## src/rtl/life_seq_ctrl_pkg.sv

```systemverilog
// Shared Game of Life definitions: sequencer state codes, button priority and board geometry.
// Used by the sequencer, the board generator and the evolution engine.
package life_pkg;

  localparam int STATE_W = 3;

  // Board geometry shared with gen_board and the engine; L is the flattened cell count.
  localparam int W = 32;
  localparam int H = 24;
  localparam int L = W * H;

  typedef enum logic [STATE_W-1:0] {
    S_IDLE      = 3'd0,
    S_CLEAR     = 3'd1,
    S_SEED      = 3'd2,
    S_LOAD      = 3'd3,
    S_PAUSED    = 3'd4,
    S_RUN       = 3'd5,
    S_STEP_WAIT = 3'd6
  } state_e;

  typedef enum logic [2:0] {
    BTN_NONE,
    BTN_RESEED,
    BTN_PAUSE,
    BTN_STEP,
    BTN_START
  } btn_e;

  // Only the highest-priority button of a cycle survives; the rest are dropped.
  function automatic btn_e btn_pick(input logic reseed, input logic pause,
                                    input logic step, input logic start);
    if (reseed)     return BTN_RESEED;
    else if (pause) return BTN_PAUSE;
    else if (step)  return BTN_STEP;
    else if (start) return BTN_START;
    else            return BTN_NONE;
  endfunction

endpackage

```

## src/rtl/life_seq_ctrl_if.sv

```systemverilog
// Sequencer-facing bundle: user buttons/speed in, generator/engine control out.
// master = the sequencer, slave = the surrounding datapath and button logic.
interface life_seq_ctrl_if #(
  parameter int GEN_W = 16
) ();
  import life_pkg::*;

  logic               btn_start;
  logic               btn_pause;
  logic               btn_step;
  logic               btn_reseed;
  logic [1:0]         speed;
  logic               gen_done;
  logic               step_ack;
  logic               gen_clr;
  logic               gen_en;
  logic               load_board;
  logic               step_req;
  logic [GEN_W-1:0]   gen_count;
  logic               running;
  logic [STATE_W-1:0] state_out;

  modport master (
    input  btn_start, btn_pause, btn_step, btn_reseed, speed, gen_done, step_ack,
    output gen_clr, gen_en, load_board, step_req, gen_count, running, state_out
  );

  modport slave (
    output btn_start, btn_pause, btn_step, btn_reseed, speed, gen_done, step_ack,
    input  gen_clr, gen_en, load_board, step_req, gen_count, running, state_out
  );

endinterface

```

## src/rtl/life_seq_ctrl_tick_div.sv

```systemverilog
// Generation tick divider: counts while enabled and pulses tick on the last cycle of a
// (TICK_DIV >> speed)-cycle period; tick is combinational from the count register.
module life_tick_div #(
  parameter int TICK_DIV = 25_000_000
) (
  input  logic       clk,
  input  logic       rst,
  input  logic       clr,
  input  logic       en,
  input  logic [1:0] speed,
  output logic       tick
);

  localparam int CNT_W = (TICK_DIV > 2) ? $clog2(TICK_DIV) : 1;

  logic [CNT_W-1:0] cnt_q, cnt_d;
  logic [31:0]      limit;

  // The >= compare lets a mid-period speed-up past the new limit wrap immediately.
  always_comb begin
    limit = 32'(TICK_DIV) >> speed;
    tick  = en && ((32'(cnt_q) + 32'd1) >= limit);
    cnt_d = cnt_q;
    if (clr) begin
      cnt_d = '0;
    end else if (en) begin
      cnt_d = tick ? '0 : cnt_q + CNT_W'(1);
    end
  end

  always_ff @(posedge clk or posedge rst) begin
    if (rst) begin
      cnt_q <= '0;
    end else begin
      cnt_q <= cnt_d;
    end
  end

endmodule

```

## src/rtl/life_seq_ctrl.sv

```systemverilog
// Game of Life sequencer: seeds the board, loads the engine, then schedules generation steps.
// Outputs are registered except step_req, which is decoded from state and held until step_ack.
module life_seq_ctrl
  import life_pkg::*;
#(
  parameter int TICK_DIV = 25_000_000,
  parameter int GEN_W    = 16
) (
  input logic             clk,
  input logic             rst,
  life_seq_ctrl_if.master bus
);

  state_e           state_q, state_d;
  logic             autorun_q, autorun_d;
  logic             ret_run_q, ret_run_d;
  logic             reseed_pend_q, reseed_pend_d;
  logic             seed_settle_q, seed_settle_d;
  logic             gen_clr_q, gen_clr_d;
  logic             gen_en_q, gen_en_d;
  logic             load_board_q, load_board_d;
  logic             running_q, running_d;
  logic [GEN_W-1:0] gen_count_q, gen_count_d;
  logic             tick;
  btn_e             btn;

  life_tick_div #(.TICK_DIV(TICK_DIV)) u_tick_div (
    .clk   (clk),
    .rst   (rst),
    .clr   (state_q != S_RUN),
    .en    (state_q == S_RUN),
    .speed (bus.speed),
    .tick  (tick)
  );

  always_comb begin
    state_d       = state_q;
    autorun_d     = autorun_q;
    ret_run_d     = ret_run_q;
    reseed_pend_d = reseed_pend_q;
    gen_count_d   = gen_count_q;
    seed_settle_d = 1'b0;
    btn           = btn_pick(bus.btn_reseed, bus.btn_pause, bus.btn_step, bus.btn_start);

    case (state_q)
      S_IDLE: begin
        if (btn == BTN_START) begin
          state_d   = S_CLEAR;
          autorun_d = 1'b1;
        end else if (btn == BTN_RESEED) begin
          state_d   = S_CLEAR;
          autorun_d = 1'b0;
        end
      end
      S_CLEAR: begin
        state_d       = S_SEED;
        seed_settle_d = 1'b1;
      end
      // The generator count is still settling on the first SEED cycle; its done is stale.
      S_SEED: begin
        if (!seed_settle_q && bus.gen_done) state_d = S_LOAD;
      end
      S_LOAD: begin
        gen_count_d = '0;
        autorun_d   = 1'b0;
        state_d     = autorun_q ? S_RUN : S_PAUSED;
      end
      S_PAUSED: begin
        if (btn == BTN_RESEED) begin
          state_d   = S_CLEAR;
          autorun_d = 1'b0;
        end else if (btn == BTN_START) begin
          state_d = S_RUN;
        end else if (btn == BTN_STEP) begin
          state_d   = S_STEP_WAIT;
          ret_run_d = 1'b0;
        end
      end
      S_RUN: begin
        if (btn == BTN_RESEED) begin
          state_d   = S_CLEAR;
          autorun_d = 1'b1;
        end else if (btn == BTN_PAUSE) begin
          state_d = S_PAUSED;
        end else if (tick) begin
          state_d   = S_STEP_WAIT;
          ret_run_d = 1'b1;
        end
      end
      S_STEP_WAIT: begin
        if (btn == BTN_RESEED) begin
          reseed_pend_d = 1'b1;
          autorun_d     = ret_run_q;
        end else if (btn == BTN_PAUSE) begin
          ret_run_d = 1'b0;
        end
        // Buttons only update the flags here; the request is never withdrawn before ack.
        if (bus.step_ack) begin
          gen_count_d = (&gen_count_q) ? gen_count_q : gen_count_q + GEN_W'(1);
          if (reseed_pend_d) begin
            state_d       = S_CLEAR;
            reseed_pend_d = 1'b0;
          end else begin
            state_d = ret_run_d ? S_RUN : S_PAUSED;
          end
        end
      end
      default: state_d = S_IDLE;
    endcase

    gen_clr_d    = (state_d == S_CLEAR);
    gen_en_d     = (state_d == S_SEED);
    load_board_d = (state_d == S_LOAD);
    running_d    = (state_d == S_RUN) || ((state_d == S_STEP_WAIT) && ret_run_d);
  end

  always_ff @(posedge clk or posedge rst) begin
    if (rst) begin
      state_q       <= S_IDLE;
      autorun_q     <= 1'b0;
      ret_run_q     <= 1'b0;
      reseed_pend_q <= 1'b0;
      seed_settle_q <= 1'b0;
      gen_clr_q     <= 1'b0;
      gen_en_q      <= 1'b0;
      load_board_q  <= 1'b0;
      running_q     <= 1'b0;
      gen_count_q   <= '0;
    end else begin
      state_q       <= state_d;
      autorun_q     <= autorun_d;
      ret_run_q     <= ret_run_d;
      reseed_pend_q <= reseed_pend_d;
      seed_settle_q <= seed_settle_d;
      gen_clr_q     <= gen_clr_d;
      gen_en_q      <= gen_en_d;
      load_board_q  <= load_board_d;
      running_q     <= running_d;
      gen_count_q   <= gen_count_d;
    end
  end

  assign bus.gen_clr    = gen_clr_q;
  assign bus.gen_en     = gen_en_q;
  assign bus.load_board = load_board_q;
  assign bus.step_req   = (state_q == S_STEP_WAIT);
  assign bus.gen_count  = gen_count_q;
  assign bus.running    = running_q;
  assign bus.state_out  = state_q;

endmodule

```

## src/flat_wrapper.sv

```systemverilog
// flat-port wrapper written by rule: the top's interface ports become plain ports
module life_seq_ctrl_flat import life_pkg::*;
#(
  parameter int TICK_DIV = 25_000_000,
  parameter int GEN_W    = 16
)
  (clk, rst, bus_btn_start, bus_btn_pause, bus_btn_step, bus_btn_reseed, bus_speed, bus_gen_done, bus_step_ack, bus_gen_clr, bus_gen_en, bus_load_board, bus_step_req, bus_gen_count, bus_running, bus_state_out);
  life_seq_ctrl_if #(.GEN_W(GEN_W)) bus_i ();
  input logic clk;
  input logic rst;
  input wire logic [$bits(bus_i.btn_start)-1:0] bus_btn_start;
  input wire logic [$bits(bus_i.btn_pause)-1:0] bus_btn_pause;
  input wire logic [$bits(bus_i.btn_step)-1:0] bus_btn_step;
  input wire logic [$bits(bus_i.btn_reseed)-1:0] bus_btn_reseed;
  input wire logic [$bits(bus_i.speed)-1:0] bus_speed;
  input wire logic [$bits(bus_i.gen_done)-1:0] bus_gen_done;
  input wire logic [$bits(bus_i.step_ack)-1:0] bus_step_ack;
  output wire logic [$bits(bus_i.gen_clr)-1:0] bus_gen_clr;
  output wire logic [$bits(bus_i.gen_en)-1:0] bus_gen_en;
  output wire logic [$bits(bus_i.load_board)-1:0] bus_load_board;
  output wire logic [$bits(bus_i.step_req)-1:0] bus_step_req;
  output wire logic [$bits(bus_i.gen_count)-1:0] bus_gen_count;
  output wire logic [$bits(bus_i.running)-1:0] bus_running;
  output wire logic [$bits(bus_i.state_out)-1:0] bus_state_out;
  assign bus_i.btn_start = bus_btn_start;
  assign bus_i.btn_pause = bus_btn_pause;
  assign bus_i.btn_step = bus_btn_step;
  assign bus_i.btn_reseed = bus_btn_reseed;
  assign bus_i.speed = bus_speed;
  assign bus_i.gen_done = bus_gen_done;
  assign bus_i.step_ack = bus_step_ack;
  assign bus_gen_clr = bus_i.gen_clr;
  assign bus_gen_en = bus_i.gen_en;
  assign bus_load_board = bus_i.load_board;
  assign bus_step_req = bus_i.step_req;
  assign bus_gen_count = bus_i.gen_count;
  assign bus_running = bus_i.running;
  assign bus_state_out = bus_i.state_out;
  life_seq_ctrl #(.TICK_DIV(TICK_DIV), .GEN_W(GEN_W)) u_core (.clk(clk), .rst(rst), .bus(bus_i));
endmodule
```

## config.mk

```make
export PLATFORM = sky130hd
export DESIGN_NAME = life_seq_ctrl_flat
export DESIGN_NICKNAME = d
export VERILOG_FILES = /design/src/rtl/life_seq_ctrl_pkg.sv /design/src/rtl/life_seq_ctrl_if.sv /design/src/rtl/life_seq_ctrl_tick_div.sv /design/src/rtl/life_seq_ctrl.sv /design/src/flat_wrapper.sv
export SDC_FILE = /design/constraint.sdc
export NUM_CORES = 1
export LEC_CHECK = 0
export BUFFER_PORTS_ARGS = -buffer_cell sky130_fd_sc_hd__buf_4
export CAP_MARGIN = 5
export CORE_ASPECT_RATIO = 0.5
export CORE_MARGIN = 2
export CORE_UTILIZATION = 45
export DETAILED_ROUTE_END_ITERATION = 12
export PLACE_DENSITY_LB_ADDON = 0.12
export SKIP_CTS_REPAIR_TIMING = 1
export SYNTH_ARGS = -nofsm -noshare
export SYNTH_HDL_FRONTEND = slang
export SYNTH_SLANG_ARGS = --single-unit
```

## constraint.sdc

```tcl
create_clock -name clk -period 4.4 [get_ports clk]
set_input_delay 1.1 -clock clk [delete_from_list [all_inputs] [get_ports clk]]
set_output_delay 1.1 -clock clk [all_outputs]
set_load 0.01 [all_outputs]
```

==> results by group, run 1 <==
Placement
  – Number of instances in the placed design: 485
  – Half-perimeter wire length of the detailed placement result: 5060 um
  – Total of buffers placed on input and output ports: 33
  – Final GP Congestion: 0.890
  – Instance area at placement: 3590 um^2

STA
  – Slew at the pin closest to its max-slew limit: 1.09 ns
  – Total count of max-transition violations in the final report: 0
  – Setup Skew: 0.00577 ns
  – Final-layout setup total negative slack: 0 ns
  – Maximum clock frequency: 289 MHz
  – Minimum period implied by the final worst setup slack: 3.46 ns
  – Number of endpoints failing setup at the final stage: 0
  – Rel. slew slack: 27.4%
  – Final Hold Vio Count: 0
  – Post-route fraction of the period consumed by the critical path: 78.7%
  – Unrepaired setup endpoints after global routing: no

Yosys
  – Mean instance size in the synthesized netlist: 8.87 um^2
  – Synth Cell Area: 3240 um^2
  – Leading post-synthesis cells by cell area: dfrtp_1, ha_1, xnor2_1, nor2b_1, nand2_1
  – Count of flip-flops with a built-in enable after synthesis: 0
  – Synth warnings: 0
  – Ys flop type: dfrtp_1
  – Post-synth net total: 396
  – Fraction of synthesized cell area taken by the top area cell type: 40.2%
  – Post-synthesis cell count: 365
  – Synth cell types: 50
  – Async set or reset register ratio after synthesis: 100%
  – Yosys top cell by area: dfrtp_1
  – Sequential area share after synthesis: 40.2%
  – Synthesized flop and latch total: 52

Cells and area
  – Most common cell after layout, fill and taps aside: dfrtp_1
  – Non-Filler Instances: 493
  – Commonest cells after routing, fill and taps aside: dfrtp_1, buf_4, nand2_1, nor2_1, inv_1
  – Layout Area Growth over Synthesis: 15.7%
  – Final standard cell area without fillers: 3750 um^2
  – Final-stage net count: 431
  – Register with the most flip-flops: u_core.u_tick_div.cnt_q
  – Number of flip-flops in the largest register: 25
  – Share of layout cells above drive strength 1: 13.5%
  – Antenna diode instance count: 0

Status
  – Run status: finished clean

Setup path
  – Kind of start point of the critical path: flip-flop
  – Startpoint-to-endpoint class of the critical path: flip-flop to flip-flop
  – Data required time at the worst endpoint: 4.62 ns
  – Nature of the critical path endpoint: flip-flop
  – CP max FO: 25
  – Critical path data arrival time: 3.69 ns

Die
  – Height of the die: 64.0 um
  – Die ar.: 7930 um^2
  – Ports: 34
  – Placeable core region: 6830 um^2
  – Row cnt: 21
  – Starting density of the core: 47.4%
  – DIE WIDTH: 124 um

Routing
  – Vias/cell: 5.42
  – Initial drt markers: 177
  – DRT Pass-1 Iters: 4
  – Remaining DRCs: 0
  – Post-detailed-route count of antenna-violating nets: 0
  – Average detailed-routed wire length per instance: 14.2 um
  – Vias after detailed routing: 2670
  – Drt total wl: 6990 um

Global route
  – Overflow left after global routing: 0
  – Maximum number of pins on one net before global-route repair: 53
  – Gr usage total: 18.9%
  – Number of antenna violations at the first check in global routing: 0
  – Vias in the first global route: 2494
  – Wire length of the first global-routing pass: 11700 um

Pwr
  – Power, Total: 1.31 mW
  – Pwr dens: 349 nW/um^2
  – Leakage Power: 1.72 nW
  – VDD IR-drop max: 0.221 mV

Hold path
  – Hold Crit Class: flip-flop to flip-flop

Clock network
  – TritonCTS Sinks: 52
  – Clock latency of the later-clocked register in the worst-skew pair: 0.30 ns
  – H-tree levels: 2
  – Library cell used as clock root buffer: clkbuf_16
  – Buffer depth of the longest clock path: 2
  – Clock slew seen by the registers of the worst setup and hold paths: 0.07 ns
  – Num CTS Buffers: 5
  – TritonCTS clock tree: yes

Run
  – Max-cap violations: 0
## cell families after synthesis
| kind of cell | Yosys count | share of synthesized area, % |
|---|---|---|
| fa+ha+maj | 21 | 8.11 |
| compound gates | 68 | 13.8 |
| buf+inv | 36 | 4.25 |
| flops | 52 | 40.2 |
| xor+xnor | 29 | 7.84 |
| simple gates | 159 | 25.8 |
## cell usage after synthesis, drive strengths merged (2+ instances only)
cell and n:
dfrtp 52, nand2 34, nor2 34, inv 26, a21oi 23, ha 21, nand3 21, nor2b 21
o21ai 18, xnor2 18, xor2 11, nand4 10, or3 8, clkbuf 7, nor3 7, and2 5
a21o 4, and3 4, and4 4, nor3b 3, o22ai 3, a211oi 2, a31oi 2, buf 2
nand2b 2, nand4b 2, nor4 2, o211ai 2, o21a 2
## routing by layer
metal,vias up,GRT usage (%),share of wire (%)
li1,1348,-,-
met1,1270,26.3,50
met2,44,30.5,45
met3,8,4.11,3.8
met4,0,4.21,1.0
met5,-,0,0
## power breakdown
part	total [mW]	internal, mW	switching (mW)
Combinational	0.310	0.132	0.179
Clock	0.411	0.216	0.195
Sequential	0.585	0.517	0.0680
Total	1.31	0.865	0.441
## stage by stage
step | utilization [%] | setup slack (ns) | hold WS (ns)
finish | 54.9 | 0.939 | 0.561
global route | 54.9 | 0.699 | 0.585
CTS | 54.9 | 0.924 | 0.563
detailed placement | 52.6 | 0.966 | 0.552
global placement | 52.6 | 0.986 | 0.514
floorplan | - | 1.09 | 0.486
## critical path, cell delays in order, from the launching register on
cell and delay, ns:
dfrtp_1 0.48, nand4_4 0.21, nor4_1 0.30, buf_4 0.19, nand4_1 0.12, xnor2_1 0.28, ha_1 0.31, a21oi_1 0.14
o21ai_0 0.12, a211oi_1 0.36, a2111oi_4 0.13, o211ai_2 0.22, nand4_1 0.11, buf_4 0.26, nor2b_1 0.15
## layout make-up
type	instances	area (um^2)
fill	639	3080
inverter	27	101
clock buffer	5	125
tap	92	115
multi-input combinational	277	1800
clock inverter	3	27.5
timing repair buffer	37	278
sequential	52	1300
## worst paths after layout
kind	start	end	slack (ns)	depth (start not counted)
setup / recovery	u_core.u_tick_div.cnt_q[2]	u_core.u_tick_div.cnt_q[13]	0.94	14
setup reg to reg	u_core.u_tick_div.cnt_q[2]	u_core.u_tick_div.cnt_q[13]	0.94	14
hold / removal	u_core.seed_settle_q	u_core.bus.load_board	0.56	2
min in group asynchronous	rst	u_core.bus.gen_count[10]	1.08	2
max in group asynchronous	rst	u_core.seed_settle_q	2.66	2
hold reg to reg	u_core.seed_settle_q	u_core.bus.load_board	0.56	2
(Power assumes the default switching activity.)
==> run 2: changes to the inputs <==
clock period = 3.53 ns   (was 4.4 ns; I/O delays follow)
==> run 2 against run 1 <==
  * Clock power is 57% higher
  * Clock skew is 0.0032 ns higher
  * Non-clock buffer count is 2 higher
  * Sequential cell count stayed put
  * Count of clock-buffer cells in the layout stayed put
  * Sequential power is 25% higher
  * Final cell count is 0.41% higher
  * Combinational power is 27% higher
  * Power is 35% higher
  * Highest routed layer unchanged
==> results by group, run 2 (synthesis gave the netlist of run 1 again) <==
Status
  – Run status: finished clean

Die
  – Height of the die: 64.0 um (unchanged)
  – Ports: 34 (unchanged)
  – Starting density of the core: 47.4% (unchanged)
  – Placeable core region: 6830 um^2 (unchanged)
  – DIE WIDTH: 124 um (unchanged)
  – Row cnt: 21 (unchanged)
  – Die ar.: 7930 um^2 (unchanged)

STA
  – Unrepaired setup endpoints after global routing: no
  – Worst hold slack: 0.561 ns (-0.0000170 ns)
  – Worst path setup slack after routing: 0.246 ns (-0.692 ns)
  – Final Hold Vio Count: 0 (unchanged)
  – Number of endpoints failing setup at the final stage: 0 (unchanged)
  – Post-route fraction of the period consumed by the critical path: 93.0% (+14 points)
  – Total count of max-transition violations in the final report: 0 (unchanged)
  – Minimum period implied by the final worst setup slack: 3.28 ns (-0.178 ns)
  – Maximum clock frequency: 305 MHz (+5.4%)
  – Rel. slew slack: 58.1% (+31 points)
  – Setup Skew: 0.00902 ns (+0.00324 ns)
  – Slew at the pin closest to its max-slew limit: 0.628 ns (-0.459 ns)
  – Final-layout setup total negative slack: 0 ns (unchanged)

Global route
  – Gr usage total: 19.8% (+0.87 points)
  – Vias in the first global route: 2566 (+2.9%)
  – Wire length of the first global-routing pass: 12300 um (+4.6%)
  – Overflow left after global routing: 0 (unchanged)
  – Number of antenna violations at the first check in global routing: 0 (unchanged)
  – Maximum number of pins on one net before global-route repair: 30 (-43%)

Setup path
  – CP delay by family, top: simple AND/OR/NAND/NOR gates
  – Critical path's most frequent cell: buf_4
  – CP max FO: 25 (unchanged)
  – Buffering stage count on the worst path with inverters included: 2 (unchanged)
  – Nature of the critical path endpoint: flip-flop
  – Startpoint-to-endpoint class of the critical path: flip-flop to flip-flop
  – Start of the worst register-to-register path: u_core.u_tick_div.cnt_q[3]
  – Cells along the critical path: nand4_4 > buf_4 > nor4_4 > nand3_1 > xnor2_1 > ha_1 > nand2_1 > o21ai_1 > a211oi_1 > a2111oi_4 > o211ai_2 > nand4_1 > buf_4 > nor2b_1
  – Largest stage delay, worst path: 0.44 ns (-0.04 ns)
  – Reg2Reg Depth: 14 (unchanged)
  – Minimum setup slack among reg-to-reg paths: 0.25 ns (-0.69 ns)
  – Number of logic stages on the critical path including buffering: 14 (unchanged)
  – Slowest CP cell: dfrtp_1
  – Data required time at the worst endpoint: 3.75 ns (-0.87 ns)
  – Kind of start point of the critical path: flip-flop
  – RR Endpoint: u_core.u_tick_div.cnt_q[16]
  – Critical path data arrival time: 3.51 ns (-0.18 ns)

Clock network
  – Buffer depth of the longest clock path: 2 (unchanged)
  – Clock latency of the later-clocked register in the worst-skew pair: 0.30 ns (about the same)
  – Num CTS Buffers: 5 (unchanged)
  – Clock slew seen by the registers of the worst setup and hold paths: 0.07 ns (about the same)
  – H-tree levels: 2 (unchanged)
  – TritonCTS clock tree: yes
  – Library cell used as clock root buffer: clkbuf_16
  – TritonCTS Sinks: 52 (unchanged)

Routing
  – DRT Pass-1 Iters: 4 (unchanged)
  – Vias after detailed routing: 2703 (+1.2%)
  – Remaining DRCs: 0 (unchanged)
  – Post-detailed-route count of antenna-violating nets: 0 (unchanged)
  – Average detailed-routed wire length per instance: 14.5 um (+2.0%)
  – Drt total wl: 7160 um (+2.4%)
  – Initial drt markers: 185 (+4.5%)
  – Vias/cell: 5.46 (+0.83%)

Placement
  – Post-placement worst setup slack: 0.0655 ns (-0.900 ns)
  – Total of buffers placed on input and output ports: 33 (unchanged)
  – Final GP Congestion: 0.843 (-5.2%)
  – Half-perimeter wire length of the detailed placement result: 5310 um (+4.9%)

Cells and area
  – Final-stage net count: 433 (+0.46%)
  – Share of layout cells above drive strength 1: 14.6% (+1.2 points)
  – Number of flip-flops in the largest register: 25 (unchanged)
  – Fillcell total: 660 (+3.3%)
  – Commonest cells after routing, fill and taps aside: dfrtp_1, buf_4, nand2_1, nor2_1, inv_1
  – Area of the multi-input gates: 1830 um^2 (+1.7%)
  – Register cell area after layout: 1300 um^2 (about the same)
  – Most common cell after layout, fill and taps aside: dfrtp_1
  – Antenna diode instance count: 0 (unchanged)
  – Layout Area Growth over Synthesis: 18.4%
  – Register with the most flip-flops: u_core.u_tick_div.cnt_q

Hold path
  – Source of the worst hold timing path: u_core.u_tick_div.cnt_q[0]
  – Hold Crit Class: flip-flop to flip-flop
  – Worst hold path depth: 1 (-1)
  – Endpoint, Worst Hold: u_core.u_tick_div.cnt_q[0]

Pwr
  – Pwr dens: 461 nW/um^2 (+32%)
  – VDD IR-drop max: 0.269 mV (+21%)
  – Leakage Power: 1.79 nW (+3.7%)

Run
  – Max-cap violations: 0 (unchanged)
run 2: how the worst max path moves through the flow:
stage,start,end,slack [ns]
6_report,u_core.u_tick_div.cnt_q[3],u_core.u_tick_div.cnt_q[16],0.25
5_1_grt,u_core.u_tick_div.cnt_q[3],u_core.u_tick_div.cnt_q[23],0.004
4_1_cts,u_core.u_tick_div.cnt_q[2],u_core.bus.gen_en,0.04
3_5_place_dp,u_core.u_tick_div.cnt_q[0],u_core.bus.gen_clr,0.07
3_3_place_gp,u_core.u_tick_div.cnt_q[2],u_core.bus.gen_en,0.06
2_1_floorplan,u_core.u_tick_div.cnt_q[2],u_core.u_tick_div.cnt_q[10],0.22
run 2: layout make-up:
class,instances,share of cell area [%]
clock inverters,3,1.79
inverters,27,2.64
well taps,92,3.00
multi-input cells,277,47.7
flip-flops and latches,52,34.0
clock buffers,5,3.26
repair buffers,39,7.63
run 2: power breakdown:
group          switching [mW]  total, mW  leakage (nW)  internal, mW
clock network           0.235      0.644        0.0944         0.409
registers              0.0875      0.732         0.715         0.645
logic                   0.229      0.394         0.979         0.165
total                   0.551       1.77          1.79          1.22
run 2: metal layers:
metal	GRT usage (%)	part of all wire, %	up-vias
met3	4.91	4.2	9
met1	27.8	49	1295
met5	0	0	-
met4	4.78	1.3	0
li1	-	-	1345
met2	30.8	45	54
run 2: metrics by stage:
stage / utilization, % / power, mW / instances / instance area, um^2
2_1_floorplan: - / 0.996 / 365 / 3240
3_3_place_gp: 52.8 / 1.12 / 487 / 3610
3_5_place_dp: 52.8 / 1.14 / 487 / 3610
4_1_cts: 55.7 / 1.78 / 495 / 3800
5_1_grt: 56.1 / 1.87 / 495 / 3830
6_report: 56.1 / 1.77 / 495 / 3830
